<file path="src/rtl/and_gate.sv">
// Bitwise two-input AND with a combinational result and a registered monitor:
// a one-cycle delayed copy of the result plus a saturating count of y_all rises.
module and_gate #(
  parameter int WIDTH = 1,
  parameter int CNT_W = 16
) (
  input  logic             clk,
  input  logic             rst_n,
  input  logic [WIDTH-1:0] a,
  input  logic [WIDTH-1:0] b,
  input  logic             cnt_clr,
  output logic [WIDTH-1:0] y,
  output logic [WIDTH-1:0] y_q,
  output logic             y_all,
  output logic [CNT_W-1:0] rise_cnt
);

  logic             y_all_d_q;
  logic [CNT_W-1:0] cnt_q;
  logic [CNT_W-1:0] cnt_d;
  logic             rise;

  // Combinational path never touches clk or rst_n.
  assign y     = a & b;
  assign y_all = &y;

  always_ff @(posedge clk or negedge rst_n) begin
    if (!rst_n) begin
      y_q       <= '0;
      y_all_d_q <= 1'b0;
    end else begin
      y_q       <= y;
      y_all_d_q <= y_all;
    end
  end

  // Clear beats a simultaneous rise; the count sticks at all-ones.
  always_comb begin
    rise  = y_all & ~y_all_d_q;
    cnt_d = cnt_q;
    if (cnt_clr) begin
      cnt_d = '0;
    end else if (rise && !(&cnt_q)) begin
      cnt_d = cnt_q + CNT_W'(1);
    end
  end

  always_ff @(posedge clk or negedge rst_n) begin
    if (!rst_n) begin
      cnt_q <= '0;
    end else begin
      cnt_q <= cnt_d;
    end
  end

  assign rise_cnt = cnt_q;

endmodule

</file>
<file path="config.mk">
export PLATFORM = sky130hd
export DESIGN_NAME = and_gate
export DESIGN_NICKNAME = d
export VERILOG_FILES = /design/src/rtl/and_gate.sv
export SDC_FILE = /design/constraint.sdc
export NUM_CORES = 1
export LEC_CHECK = 0
export CAP_MARGIN = 5
export CORE_MARGIN = 4
export CORE_UTILIZATION = 49
export CTS_CLUSTER_SIZE = 25
export DETAILED_ROUTE_END_ITERATION = 8
export PLACE_DENSITY = 0.79
export SLEW_MARGIN = 15
export SYNTH_ARGS = -nofsm -noshare
export SYNTH_HDL_FRONTEND = slang
export SYNTH_SLANG_ARGS = --single-unit
</file>
<file path="constraint.sdc">
create_clock -name clk -period 1.95 [get_ports clk]
set_input_delay 0.4875 -clock clk [delete_from_list [all_inputs] [get_ports clk]]
set_output_delay 0.4875 -clock clk [all_outputs]
set_load 0.02 [all_outputs]
</file>
==> results of run 1 <==
-- layout make-up --
type / instances / area (sq um)
multi-input cells: 82 / 588
repair buffers: 32 / 307
fillers: 170 / 609
well taps: 27 / 33.8
inverters: 3 / 11.3
flip-flops and latches: 17 / 427
clock buffers: 4 / 26.3
-- timing repair --
action                     in CTS  in global routing
setup endpoints to repair       3                 11
gates resized for setup         6                  8
gates cloned                    0                  0
-- sequential cells by signal (all words and copies together) (netlist names) --
signal	cells
y_all_d_q	1
rise_cnt	16
-- metrics by stage --
step,instances,total power [W],hold slack [ns]
after floorplan,109,0.000393,0.192
after global placement,161,0.000428,0.560
after detailed placement,161,0.000430,0.586
after CTS,165,0.000632,0.508
after global routing,165,0.000646,0.531
final,165,0.000620,0.505
-- power breakdown --
part / switching, W / internal (W) / total [W]
sequential: 0.00000317 / 0.000356 / 0.000359
combinational: 0.0000331 / 0.0000288 / 0.0000619
clock: 0.000119 / 0.0000797 / 0.000199
total: 0.000156 / 0.000464 / 0.000620
-- cell families (layout without fill, tap and decap cells) --
kind of cell    Yosys count  after routing  synth area share
buf+inv                  10             39            0.0443
mux                       7              7            0.0742
simple gates             53             53             0.319
compound gates           21             21             0.144
flops                    17             17             0.407
fa+ha+maj                 1              1            0.0120
-- path summary, 6_finish.rpt --
path / from / end / slack [ns] / cells after the start
setup reg to reg: rise_cnt[0] / rise_cnt[15] / 0.12 / 6
hold / removal: rst_n / rise_cnt[14] / 0.50 / 2
hold reg to reg: rise_cnt[1] / rise_cnt[1] / 0.60 / 2
min in group clk: rise_cnt[1] / rise_cnt[1] / 0.60 / 2
setup / recovery: b / rise_cnt[11] / 0.04 / 6
max in group asynchronous: rst_n / rise_cnt[0] / 1.24 / 2
-- per-layer routing --
layer	vias up	GRT usage	part of all wire
met2	32	0.390	0.52
met4	0	0.124	0.021
met1	475	0.247	0.41
met5	-	0	0
li1	461	-	-
met3	6	0.0360	0.049
-- worst register-to-register path, stage by stage (launching register included) --
cell and delay (ns):
dfrtp_2 0.45, ha_1 0.22, nand2_1 0.11, nor3_2 0.07, buf_4 0.17, a2111oi_4 0.34
mux2_2 0.37
-- placed cells by master, fill, tap and decap left out, types with 2 or more instances in the layout --
cell type	instances
o31ai_1	5
nor2b_1	6
nand3_1	3
nor2_1	8
inv_1	3
buf_4	8
a21oi_1	9
nand4_1	4
clkdlybuf4s50_1	17
nor3_1	2
or4_1	4
mux2_2	6
and2_1	2
dfrtp_1	16
clkbuf_4	3
nor4_1	2
nand2b_1	2
dlymetal6s2s_1	3
nand2_1	7
==> run metrics, run 1 <==
# rows 16; post-synth top area share 0.407; Port Buffers 23; H-tree depth 1; grt total ovfl 0; YS warnings 0; synthesis-stage register bit count 17; Final nets 145; CP arrival 2.14 ns; Netlist cell types 40; Worst path top cell family by delay simple AND/OR/NAND/NOR gates; Hold WC Path Type input pin to asynchronous set/reset pin; Cell Area, Placed 1360 sq um; synthesized netlist cell count 109; crit-path cells clkdlybuf4s50_1 -> and3b_2 -> nand2_1 -> buf_4 -> or4_1 -> a21oi_1; clk_skew 0.00198 ns; # hold bufs at CTS 0; worst skew pair latency 0.30 ns; post-layout worst setup margin 0.0443 ns; WL/cell 15.9 microns; Peak VDD IR 0.000475 V; Final Instance Area 1390 sq um; Final HPWL DP 1840 microns; layout cells sized above 1 0.225; syn_nets 115; Cell Area, Synth 1050 sq um; Max Slew Vio Count 0; routability cong. 0.871; first-pass GRT wire length 4630 microns; FFs w/ async S/R, synth 1.00; commonest cells in the netlist 17 x dfrtp_1, 9 x a21oi_1, 8 x nor2_1, 7 x nand2_1; violation count after the first detailed-route iteration 29; DRC 0; setup TNS 0 ns; RSZ-0062 raised after global routing true; TritonCTS clock tree yes; Most used DFF post-synth dfrtp_1; Initial Utilization 0.522; Crit Path Max Fanout 5; Die Span Y 54.2 microns; die width 54.2 microns; die area 2940 sq um; All-Layer GR Usage 0.221; Slew Limit Headroom 0.686; Hold Violations, Final 0; max-cap violations 0; Pre-antenna DRT Iters 4; critical path class input pin to register; final worst-path cycle share 0.977; core area 2000 sq um; critical path endpoint category register; antenna violations before repair 0; clock sinks 17; Area contributors post-synth dfrtp_1 41%, mux2_2 6.5%, a21oi_1 4.3%, nor2b_1 3.6%, o31ai_1 3.6%; largest net degree at the start of global routing 25; Startpoint Class input pin; EDFF count, synth 0; DRT antenna net count 0; Area growth syn-to-layout 33.1%; Setup Buffers After CTS 0; count leader, synth dfrtp_1; wirelength, routed 2620 microns; clock transition time at the flip-flop clock pins of the worst setup and hold paths 0.10 ns; CTS buffer count 3; WP buf/inv 2; pwr dens 445 nW/um^2; leakage 0.602 nW; crit path time final 1.91 ns; final antenna diode count 0; CTS Buffer Depth 2; vias in the first global route 1,041; Worst-Margin Slew 0.470 ns; Worst Path Required 2.18 ns; vias per cell 5.90; Setup WS pre-CTS -0.304 ns; Peak Freq 525 MHz; final setup fails 0; Util after Layout 0.696; Largest stage delay, worst path 0.49 ns; I/O pin count 24; Syn Area/Cell 9.60 sq um; slowest stage cell, crit path clkdlybuf4s50_1; Root Buffer Master clkbuf_4; via count 974; cell type with the largest total area after synthesis dfrtp_1; status completed; Seq/Total Area, Yosys 0.407
Note: power is estimated with default switching activity, not from simulation.
==> run 2, diff against run 1 <==
--- a/config.mk
+++ b/config.mk
@@ -11,7 +11,7 @@
 export CTS_CLUSTER_SIZE = 25
 export DETAILED_ROUTE_END_ITERATION = 8
 export PLACE_DENSITY = 0.79
-export SLEW_MARGIN = 15
+export SLEW_MARGIN = 5
 export SYNTH_ARGS = -nofsm -noshare
 export SYNTH_HDL_FRONTEND = slang
 export SYNTH_SLANG_ARGS = --single-unit
==> results of run 2 <==
Same layout as run 1: the final DEF is identical, and so are final timing and power.
==> run 3, diff against run 2 <==
--- a/config.mk
+++ b/config.mk
@@ -15,3 +15,4 @@
 export SYNTH_ARGS = -nofsm -noshare
 export SYNTH_HDL_FRONTEND = slang
 export SYNTH_SLANG_ARGS = --single-unit
+export TNS_END_PERCENT = 50
==> run metrics, run 3 (synthesis gave the netlist of run 1 again) <==
RSZ-0062 raised after global routing true; vias per cell 5.93; CP arrival 1.39 ns; die width 54.2 microns; flop2flop setup slack 0.09 ns; # rows 16; max FFs per register 16; setup TNS 0 ns; via count 978; Startpoint Class register; Worst-Margin Slew 0.477 ns; grt total ovfl 0; Final HPWL DP 1840 microns; DRC 0; Resize count post-CTS 6; CP Launch Point rise_cnt[10]; Final nets 145; Setup Buffers After CTS 0; # hold bufs at CTS 0; die area 2940 sq um; Hold Violations, Final 0; routability cong. 0.871; most frequent cells in the layout 17 x clkdlybuf4s50_1, 16 x dfrtp_1, 9 x a21oi_1, 8 x nor2_1, 8 x buf_4; first-pass GRT wire length 4630 microns; worst skew pair latency 0.30 ns; Sw Share 0.250; core area 2000 sq um; largest net degree at the start of global routing 25; I/O pin count 24; Initial Utilization 0.522; critical path endpoint category primary output; pwr dens 448 nW/um^2; commonest non-fill, non-tap cell in the layout clkdlybuf4s50_1; Pre-antenna DRT Iters 4; WP buf/inv 1; crit path time final 1.88 ns; critical path class register to primary output; Util after Layout 0.689; clock transition time at the flip-flop clock pins of the worst setup and hold paths 0.10 ns; vias in the first global route 1,041; crit-path cells clkdlybuf4s50_1; DRT antenna net count 0; status completed; final setup fails 0; R2R Path End rise_cnt[15]; worst r2r path cells 6; wirelength, routed 2620 microns; clock sinks 17; fill count 172; Combinational Power Share 0.100; Slew Limit Headroom 0.681; Largest stage delay, worst path 0.64 ns; max-cap violations 0; WL/cell 15.9 microns; leakage 0.602 nW; Internal Power 0.000464 W; final antenna diode count 0; WP depth 1; Peak VDD IR 0.000471 V; Critical Path End rise_cnt[10]; slowest stage cell, crit path clkdlybuf4s50_1; All-Layer GR Usage 0.221; H-tree depth 1; Crit Path Max Fanout 6; Hold WC Path Type input pin to asynchronous set/reset pin; layout cells sized above 1 0.225; violation count after the first detailed-route iteration 23; Die Span Y 54.2 microns; antenna violations before repair 0; WHS 0.506 ns; Worst path top cell family by delay buffers and inverters; sw power 0.000154 W; Root Buffer Master clkbuf_4; clock power share 0.320; TritonCTS clock tree yes; Port Buffers 23; Area growth syn-to-layout 31.9%; Peak Freq 533 MHz; CTS buffer count 3; clk_skew 0.000869 ns; CTS Buffer Depth 2; R2R Path Start rise_cnt[0]; Seq pwr share 0.580; Worst Path Required 1.46 ns; final worst-path cycle share 0.962; Max Slew Vio Count 0
-- run 3: cell type report --
type	count	area, sq um	area share
Clock buffer	4	26.3	0.0190
Inverter	3	11.3	0.00816
Multi-Input combinational cell	82	576	0.417
Sequential cell	17	427	0.309
Tap cell	27	33.8	0.0245
Timing Repair Buffer	32	307	0.222
-- run 3: worst min path at each step --
stage / from / endpoint / slack, ns / cells past startpoint
final: rst_n / rise_cnt[14] / 0.51 / 2
after global routing: rst_n / rise_cnt[14] / 0.53 / 2
after global placement: rise_cnt[1] / rise_cnt[1] / 0.56 / 2
after detailed placement: rise_cnt[1] / rise_cnt[1] / 0.59 / 2
after CTS: rst_n / rise_cnt[14] / 0.51 / 2
after floorplan: rst_n / rise_cnt[0] / 0.19 / 0
-- run 3: power by group through the flow --
| stage | Sequential [W] | Clock [W] | Combinational [W] |
|---|---|---|---|
| global placement | 0.000365 | 0 | 0.0000633 |
| floorplan | 0.000369 | 0 | 0.0000241 |
| detailed placement | 0.000365 | 0 | 0.0000647 |
| finish | 0.000359 | 0.000198 | 0.0000617 |
| CTS | 0.000359 | 0.000209 | 0.0000640 |
| global route | 0.000360 | 0.000217 | 0.0000688 |
-- run 3: routing by layer --
layer	track usage	wire, microns	vias to the layer above
met2	0.390	1350	29
met5	0	0	-
met1	0.247	1080	481
met3	0.0360	128	6
li1	-	-	462
met4	0.124	62	0
-- run 3: per-stage QoR --
stage                     setup WS (ns)  std cells  instance area, sq um  power [W]
final                            0.0736        165                  1380   0.000619
after global routing            -0.0135        165                  1380   0.000646
after CTS                      0.000807        165                  1380   0.000632
after detailed placement         -0.304        161                  1360   0.000430
after global placement           -0.286        161                  1360   0.000428
after floorplan                   0.157        109                  1050   0.000393
